$ cat src/rtl/sound_cmd_sched.sv
// sound_cmd_sched
// Queues 7-bit sound commands from the main CPU and presents them one at a
// time on the sound board RIOT port A input. Each command is framed by an
// active-low strobe on PA7, which the RIOT edge detector turns into an
// interrupt. The command is held until the sound CPU reads port A.
//
// Optional feature macro: SOUND_CMD_TIMEOUT_EN
//   defined   : WAIT_ACK gives up after ACK_TIMEOUT CE ticks and pulses TIMEOUT
//   undefined : WAIT_ACK waits for ACK (or RESET) forever, TIMEOUT is 0
//
// Ports
//   CLK, RESET        single clock, synchronous active-high reset
//   CE                PHI2-rate tick; FSM and counters advance only on CE
//   CMD_WR, CMD_D     main-CPU command write (one CLK wide, not gated by CE)
//   CMD_FULL          registered FIFO-full flag
//   CMD_PEND          FIFO non-empty or a command in progress
//   OVERRUN           sticky, set when a write is dropped
//   TIMEOUT           one-CLK pulse when a command is abandoned
//   RIOT_CS/RS_N/R_W/A  sound-bus RIOT access, used to detect the port A read
//   PA_DRV            value driven into RIOT PA_I; [7] strobe, [6:0] command
//
// States
//   IDLE     | nothing in flight, PA7 high; pops the FIFO when non-empty
//   LOAD     | command on PA[6:0], PA7 still high for one CE tick
//   STROBE   | PA7 low for STROBE_CYCLES CE ticks
//   WAIT_ACK | PA7 high, waiting for the sound CPU to read port A

module sound_cmd_sched #(
  parameter int DEPTH_LOG2    = 2,
  parameter int STROBE_CYCLES = 8,
  parameter int ACK_TIMEOUT   = 4096
) (
  input  logic       CLK,
  input  logic       RESET,
  input  logic       CE,
  input  logic       CMD_WR,
  input  logic [6:0] CMD_D,
  output logic       CMD_FULL,
  output logic       CMD_PEND,
  output logic       OVERRUN,
  output logic       TIMEOUT,
  input  logic       RIOT_CS,
  input  logic       RIOT_RS_N,
  input  logic       RIOT_R_W,
  input  logic [2:0] RIOT_A,
  output logic [7:0] PA_DRV
);

  localparam int                  DEPTH       = 1 << DEPTH_LOG2;
  localparam logic [DEPTH_LOG2:0] CNT_DEPTH   = (DEPTH_LOG2 + 1)'(DEPTH);
  localparam logic [DEPTH_LOG2:0] CNT_ONE     = (DEPTH_LOG2 + 1)'(1);
  localparam logic [DEPTH_LOG2-1:0] PTR_ONE   = DEPTH_LOG2'(1);
  localparam logic [7:0]          STROBE_LOAD = 8'(STROBE_CYCLES - 1);
  localparam logic [15:0]         TO_LAST     = 16'(ACK_TIMEOUT - 1);

  typedef enum logic [1:0] {
    ST_IDLE     = 2'd0,
    ST_LOAD     = 2'd1,
    ST_STROBE   = 2'd2,
    ST_WAIT_ACK = 2'd3
  } state_t;

  // FIFO storage and bookkeeping
  logic [6:0]            mem_q [DEPTH];
  logic [DEPTH_LOG2-1:0] wr_ptr_q;
  logic [DEPTH_LOG2-1:0] rd_ptr_q;
  logic [DEPTH_LOG2:0]   count_q;
  logic [DEPTH_LOG2:0]   count_d;
  logic                  full_q;
  logic                  overrun_q;

  // FSM registers
  state_t                state_q;
  logic [7:0]            pa_q;
  logic [7:0]            scnt_q;
  logic                  ack_seen_q;
  logic                  timeout_q;

  logic ack;
  logic pop;
  logic push;

  // Only a CE-qualified read of port A data (RS_N=1, A=000) acknowledges.
  assign ack  = CE & RIOT_CS & RIOT_RS_N & RIOT_R_W & (RIOT_A == 3'b000);
  assign pop  = CE && (state_q == ST_IDLE) && (count_q != '0);
  // A pop on the same edge frees the slot, so a write to a full FIFO is kept.
  assign push = CMD_WR && ((count_q != CNT_DEPTH) || pop);

  always_comb begin
    count_d = count_q;
    if (push && !pop) begin
      count_d = count_q + CNT_ONE;
    end else if (!push && pop) begin
      count_d = count_q - CNT_ONE;
    end
  end

  always_ff @(posedge CLK) begin
    if (push) begin
      mem_q[wr_ptr_q] <= CMD_D;
    end
  end

  always_ff @(posedge CLK) begin
    if (RESET) begin
      wr_ptr_q  <= '0;
      rd_ptr_q  <= '0;
      count_q   <= '0;
      full_q    <= 1'b0;
      overrun_q <= 1'b0;
    end else begin
      if (push) begin
        wr_ptr_q <= wr_ptr_q + PTR_ONE;
      end
      if (pop) begin
        rd_ptr_q <= rd_ptr_q + PTR_ONE;
      end
      count_q <= count_d;
      full_q  <= (count_d == CNT_DEPTH);
      if (CMD_WR && !push) begin
        overrun_q <= 1'b1;
      end
    end
  end

`ifdef SOUND_CMD_TIMEOUT_EN
  logic [15:0] tcnt_q;

  always_ff @(posedge CLK) begin
    if (RESET) begin
      state_q    <= ST_IDLE;
      pa_q       <= 8'hFF;
      scnt_q     <= '0;
      ack_seen_q <= 1'b0;
      timeout_q  <= 1'b0;
      tcnt_q     <= '0;
    end else begin
      // TIMEOUT lasts one CLK, independent of the CE rate.
      timeout_q <= 1'b0;
      if (CE) begin
        case (state_q)
          ST_IDLE: begin
            if (pop) begin
              state_q    <= ST_LOAD;
              pa_q       <= {1'b1, mem_q[rd_ptr_q]};
              ack_seen_q <= 1'b0;
            end
          end
          ST_LOAD: begin
            state_q <= ST_STROBE;
            pa_q[7] <= 1'b0;
            scnt_q  <= STROBE_LOAD;
            if (ack) begin
              ack_seen_q <= 1'b1;
            end
          end
          ST_STROBE: begin
            if (ack) begin
              ack_seen_q <= 1'b1;
            end
            if (scnt_q == 8'd0) begin
              pa_q[7] <= 1'b1;
              tcnt_q  <= '0;
              // An early read already acknowledged this command.
              state_q <= (ack_seen_q || ack) ? ST_IDLE : ST_WAIT_ACK;
            end else begin
              scnt_q <= scnt_q - 8'd1;
            end
          end
          ST_WAIT_ACK: begin
            // ACK takes priority over expiry on the same tick.
            if (ack) begin
              state_q <= ST_IDLE;
            end else if (tcnt_q == TO_LAST) begin
              state_q   <= ST_IDLE;
              timeout_q <= 1'b1;
            end else begin
              tcnt_q <= tcnt_q + 16'd1;
            end
          end
          default: state_q <= ST_IDLE;
        endcase
      end
    end
  end
`else
  // No timeout hardware; keep the parameter referenced so it is not dangling.
  logic unused_to_cfg;
  assign unused_to_cfg = ^TO_LAST;

  always_ff @(posedge CLK) begin
    if (RESET) begin
      state_q    <= ST_IDLE;
      pa_q       <= 8'hFF;
      scnt_q     <= '0;
      ack_seen_q <= 1'b0;
      timeout_q  <= 1'b0;
    end else begin
      timeout_q <= 1'b0;
      if (CE) begin
        case (state_q)
          ST_IDLE: begin
            if (pop) begin
              state_q    <= ST_LOAD;
              pa_q       <= {1'b1, mem_q[rd_ptr_q]};
              ack_seen_q <= 1'b0;
            end
          end
          ST_LOAD: begin
            state_q <= ST_STROBE;
            pa_q[7] <= 1'b0;
            scnt_q  <= STROBE_LOAD;
            if (ack) begin
              ack_seen_q <= 1'b1;
            end
          end
          ST_STROBE: begin
            if (ack) begin
              ack_seen_q <= 1'b1;
            end
            if (scnt_q == 8'd0) begin
              pa_q[7] <= 1'b1;
              state_q <= (ack_seen_q || ack) ? ST_IDLE : ST_WAIT_ACK;
            end else begin
              scnt_q <= scnt_q - 8'd1;
            end
          end
          ST_WAIT_ACK: begin
            if (ack) begin
              state_q <= ST_IDLE;
            end
          end
          default: state_q <= ST_IDLE;
        endcase
      end
    end
  end
`endif

  assign PA_DRV   = pa_q;
  assign CMD_FULL = full_q;
  assign OVERRUN  = overrun_q;
  assign TIMEOUT  = timeout_q;
  assign CMD_PEND = (count_q != '0) || (state_q != ST_IDLE);

endmodule

$ cat config.mk
export PLATFORM = sky130hd
export DESIGN_NAME = sound_cmd_sched
export DESIGN_NICKNAME = d
export VERILOG_FILES = /design/src/rtl/sound_cmd_sched.sv
export SDC_FILE = /design/constraint.sdc
export NUM_CORES = 1
export LEC_CHECK = 0
export ABC_AREA = 1
export CORE_MARGIN = 4
export CORE_UTILIZATION = 45
export CTS_BUF_LIST = sky130_fd_sc_hd__clkbuf_4
export CTS_CLUSTER_DIAMETER = 200
export DETAILED_ROUTE_END_ITERATION = 7
export GPL_ROUTABILITY_DRIVEN = 0
export PLACE_DENSITY = 0.68
export SETUP_SLACK_MARGIN = 0.15
export SLEW_MARGIN = 20
export SYNTH_ARGS = -nofsm -noshare
export SYNTH_HDL_FRONTEND = slang
export SYNTH_SLANG_ARGS = --single-unit
$ cat constraint.sdc
create_clock -name CLK -period 1.6 [get_ports CLK]
set_input_delay 0.24 -clock CLK [delete_from_list [all_inputs] [get_ports CLK]]
set_output_delay 0.24 -clock CLK [all_outputs]
set_load 0.02 [all_outputs]
Word level (Yosys, flattened, before mapping)
Memories as Yosys holds them, arrays and structs flattened. A register that Yosys moved wholly into a read port is not among the register bits.
Index checks and enable logic that the tools add are counted.
{"block": "totals", "regBits": 28, "ram_bits": 28, "elab_cells": 74, "memories": 1}
{"block": "op_classes", "add_sub_neg": 5, "eq_ne": 10, "mux": 19, "bitwise": 4, "reduce_logical": 25}
{"memory": "mem_q", "words": 4, "width": 7, "rd": 1, "rd_ports_with_merged_regs": 1, "write_ports": 1, "line": "64", "rtl": "logic [6:0] mem_q [DEPTH];"}
{"op": "2-to-1 mux 8 bit", "count": 2}
{"op": "one-hot mux 8 bit (2 select lines)", "count": 1}
{"op": "2-to-1 mux 2 bit", "count": 6}
{"op": "AND reduction 4 bit", "count": 3}
{"op": "zero test 8 bit", "count": 1}
{"op": "!= test 2 bit (second input constant)", "count": 4}
{"op": "one-hot mux 2 bit (4 select lines)", "count": 1}
{"op": "subtractor 8 x 1 -> 8 bit (second input constant)", "count": 1}
{"op": "logical AND 1 bit", "count": 6}
{"op": "2-to-1 mux 3 bit", "count": 2}
{"op": "AND reduction 3 bit", "count": 2}
{"op": "nonzero test 2 bit", "count": 3}
{"op": "nonzero test 3 bit", "count": 2}
{"op": "2-to-1 mux 1 bit", "count": 5}
{"op": "adder 2 x 1 -> 2 bit (second input constant)", "count": 2}
{"op": "AND 1 bit", "count": 4}
{"op": "equality test 2 bit (second input constant)", "count": 2}
{"op": "adder 3 x 1 -> 3 bit (second input constant)", "count": 1}
{"op": "equality test 3 bit (second input constant)", "count": 1}
{"op": "zero test 3 bit", "count": 1}
{"op": "logical OR 1 bit", "count": 3}
{"op": "!= test 3 bit (second input constant)", "count": 1}
{"op": "one-hot mux 1 bit (3 select lines)", "count": 1}
{"op": "subtractor 3 x 1 -> 3 bit (second input constant)", "count": 1}
{"op": "other kinds (6)", "count": 7}

Longest topological paths before layout
{"block": "logic_depth", "word_depth": 10, "mapped_depth": 12, "mapped_depth_nobuf": 12}

Worst setup path after synthesis
No wires, ideal clock.
{"block": "synth_path", "kind": "register to register", "start": "register count_q[0]", "end": "memory mem_q[0][0] (enable)", "setup_time_ns": 0.360, "arrival_time_ns": 1.269, "setup_slack_ns": -0.030, "stages_incl_launch_ff": 6, "n_path_buf": 0, "period_less_slack_ns": 1.630, "cell_sequence": "dfxtp_1 -> inv_1 -> ha_1 -> nand2_1 -> o21ai_1 -> nor2_1"}
{"block": "synth_via", "elab_chain_cells": 6}
{"element": "from (decl)", "line": "67", "rtl": "logic [DEPTH_LOG2:0] count_q;"}
{"element": "from (signal assigned)", "line": "118", "rtl": "count_q <= count_d;"}
{"element": "nonzero test 3 bit", "line": "85", "rtl": "assign pop = CE && (state_q == ST_IDLE) && (count_q != '0);"}
{"element": "logical AND 1 bit", "line": "85"}
{"element": "logical OR 1 bit *", "line": "87", "rtl": "assign push = CMD_WR && ((count_q != CNT_DEPTH) || pop);"}
{"element": "logical AND 1 bit *", "line": "87"}
{"element": "2-to-1 mux 1 bit *", "line": "99", "rtl": "if (push) begin"}
{"element": "2-to-1 mux 1 bit (not written as such) *", "line": "100", "rtl": "mem_q[wr_ptr_q] <= CMD_D;"}
{"element": "to (decl)", "line": "64"}
Every way passes the cells marked *; elsewhere a longest branch is shown, timed or not.

Worst setup path in the final report
{"block": "layout_path", "start": "register count_q[1]", "end": "output port CMD_PEND"}
{"block": "layout_via", "elab_chain_cells": 2}
{"element": "nonzero test 3 bit", "line": "244", "rtl": "assign CMD_PEND = (count_q != '0) || (state_q != ST_IDLE);"}
{"element": "logical OR 1 bit", "line": "244"}
{"element": "to (decl)", "line": "39", "rtl": "output logic CMD_PEND,"}
No other way between the ends.

==> impl_metrics.tcl <==
set metrics [dict create \
    powerDensity_nw_per_um2 1610 \
    rr_worst_depth 7 \
    ff2ff_setup_slack_ns 0.16 \
    finClkSkew_ns 0.0202 \
    cellLeakagePower_nw 1.54 \
    design_area_um2 3670 \
    drive_gt1_share_pct 24.7 \
    drt_iter0_drc 67 \
    antenna_left 0 \
    cts_tree "built" \
    numCtsBuffers 9 \
    min_period_ns 1.45 \
    min_path_type "reg2reg" \
    wirelength_um 5860 \
    diodes 0 \
    slew_violations 0 \
    placed_area_um2 3240 \
    crit_slowest_cell "dfxtp_2" \
    whs_endpoint "PA_DRV[7]" \
    clockRootBuffer "clkbuf_4" \
    clkLatencyLatePin_ns 0.40 \
    synthTopCellsByArea "edfxtp_1 30%, dfxtp_1 22%, nand2_1 9.1%" \
    peakVddDrop_mv 0.760 \
    setup_violations 0 \
    cts_buffer_depth 2 \
    cpLargestDelayFamily "flip-flops" \
    worstPathArrival_ns 1.21 \
    hold_path.startpoint "PA_DRV[7]" \
    io_pins 29 \
    worstPathMaxFanout 3 \
    clock_sinks 58 \
    cp.buffers_inverters 2 \
    hold_viol_final 0 \
    routedWlPerCell_um 12.9 \
    status "complete, no violations" \
    cp_cell_sequence "inv_2, ha_4, nand3_4, buf_6" \
    dieHeight_um 86.4 \
    finalNetCount 407 \
    synth-seq-cells 58 \
    die_area_um2 7460 \
    drt_first_pass_iters 4 \
    synth_top_area_share_pct 30.4 \
    grt_pass1_vias 2144 \
    holdPathStages 2 \
    yosysUniqueCellTypes 29 \
    netlist_area_um2 2760 \
    die_x_um 86.4 \
    fin_hold_ws_ns 0.469 \
    yosysWarnings 0 \
    grt_max_degree 17 \
    r2r-end "mem_q[3][3]" \
    grt_pass1_wl_um 9560 \
    num_rows 28 \
    viasPerCell 4.86 \
    hpwl_um 4230 \
    maxCapViolations 0 \
    syn_nets 352 \
    post-route-period-util_pct 90.4 \
    synthCells 320 \
    worst-setup-path-type "reg2out" \
    required_ns 1.36 \
    synth_ff_type "dfxtp_1" \
    cts_htree_levels 3 \
    antenna_found_initial 0 \
    async_flop_share_pct 0 \
    fp.coreArea_um2 5960 \
    startpoint_type "flip-flop" \
    synth_edf_count 28 \
    placement.io_buffers 27 \
    ys_seq_area_share_pct 52.2 \
    fmaxAchievable_mhz 692 \
    syn_avg_cell_area_um2 8.64 \
    start_util_pct 46.4 \
    max_stage_delay_ns 0.34 \
    grt_overflow_total 0 \
    areaGrowthSynthToFinish_pct 32.9 \
    reg2reg_from "state_q[0]" \
    grt_usage_pct 16.8 \
    path_clk_slew_ns 0.11 \
    num_vias 2212 \
    synth.largest_area_cell "edfxtp_1" \
    grt_setup_unrepaired "true" \
    drc 0 \
    cp-end-kind "output pin" \
]
[cell families (layout without fill, tap and decap cells)]
kind of cell / after synthesis / in the layout / synth area share [%]
flops: 58 / 58 / 52.2
buf+inv: 50 / 110 / 7.33
xor+xnor: 2 / 2 / 0.906
simple gates: 145 / 145 / 23.7
other cells: 1 / 1 / 0.136
compound gates: 49 / 49 / 8.96
fa+ha+maj: 15 / 15 / 6.79
[where the power goes]
| group | switching (mW) | internal [mW] |
|---|---|---|
| Clock | 0.594 | 0.804 |
| Combinational | 1.42 | 1.08 |
| Sequential | 0.179 | 1.84 |
[synthesized netlist by cell type, types with 4 or more instances]
library cell / instances
ha_1: 15
nand3_1: 33
nand2_1: 67
clkbuf_1: 5
inv_1: 40
nor2_1: 29
o21ai_1: 4
edfxtp_1: 28
o21ai_0: 13
a21oi_1: 31
dfxtp_1: 30
[flip-flops by register name, summed over array words and instances (netlist names), named ones only]
signal and cells:
rd_ptr_q 2, mem_q 28, ack_seen_q 1, state_q 2
count_q 3, wr_ptr_q 2, CMD_FULL 1, scnt_q 8
PA_DRV 8, OVERRUN 1
[worst max path at each step]
| stage | slack [ns] | start | cells past startpoint | endpoint |
|---|---|---|---|---|
| floorplan | 0.13 | state_q[0] | 8 | PA_DRV[7] |
| global placement | -0.10 | CE | 5 | mem_q[2][3] |
| detailed placement | -0.15 | CE | 5 | mem_q[2][4] |
| CTS | 0.02 | count_q[0] | 4 | CMD_PEND |
| global route | 0.07 | count_q[1] | 4 | CMD_PEND |
| finish | 0.15 | count_q[1] | 4 | CMD_PEND |
[per-layer routing]
layer / GRT usage (%) / up-vias / wire, µm
met4: 7.93 / 0 / 70
met3: 4.75 / 6 / 229
li1: - / 1158 / -
met2: 26.4 / 47 / 2860
met5: 0 / - / 0
met1: 21.5 / 1001 / 2710
[tightest hold or removal path, cell delays in order (launching register included)]
cell     delay (ns)
dfxtp_1        0.34
nand2_1        0.05
nand3_1        0.05
[per-stage QoR]
stage | total power, mW | setup TNS [ns] | cells | setup slack, ns | util [%]
2_1_floorplan | 3.44 | 0 | 320 | 0.127 | -
3_3_place_gp | 4.11 | -1.62 | 431 | -0.101 | 54.5
3_5_place_dp | 4.15 | -2.52 | 431 | -0.148 | 54.5
4_1_cts | 5.66 | 0 | 450 | 0.0207 | 59.2
5_1_grt | 6.34 | 0 | 455 | 0.0668 | 61.7
6_report | 5.91 | 0 | 455 | 0.154 | 61.7
[cell type report]
type | instances | area [µm²]
clock buffer | 9 | 67.6
clock inverter | 7 | 125
fill | 492 | 2280
inverter | 43 | 174
multi-input combinational | 212 | 1290
sequential | 58 | 1450
tap | 75 | 93.8
timing repair buffer | 51 | 472
[placed cells by master, fill, tap and decap left out, drive strengths merged]
cell,synthesis,final
nand3,35,35
o21ai,17,17
nand2,72,72
edfxtp,28,28
nor3,2,2
and3,1,1
conb,1,1
clkbuf,5,9
o21a,1,1
a21oi,31,31
ha,15,15
inv,42,44
buf,2,25
nor2,31,31
or2,2,2
nor3b,1,1
bufinv,0,3
xor2,2,2
dfxtp,30,30
nand4,1,1
clkinv,1,3
dlygate4sd2,0,10
clkdlybuf4s50,0,16
[timing repair]
action,in CTS,in global routing
buffers inserted,3,5
pin swaps,4,16
setup endpoints to repair,51,44
hold endpoints to repair,0,0
gates resized for setup,30,37
hold buffers,0,0
No activity file was read; power rests on OpenSTA's default activity.
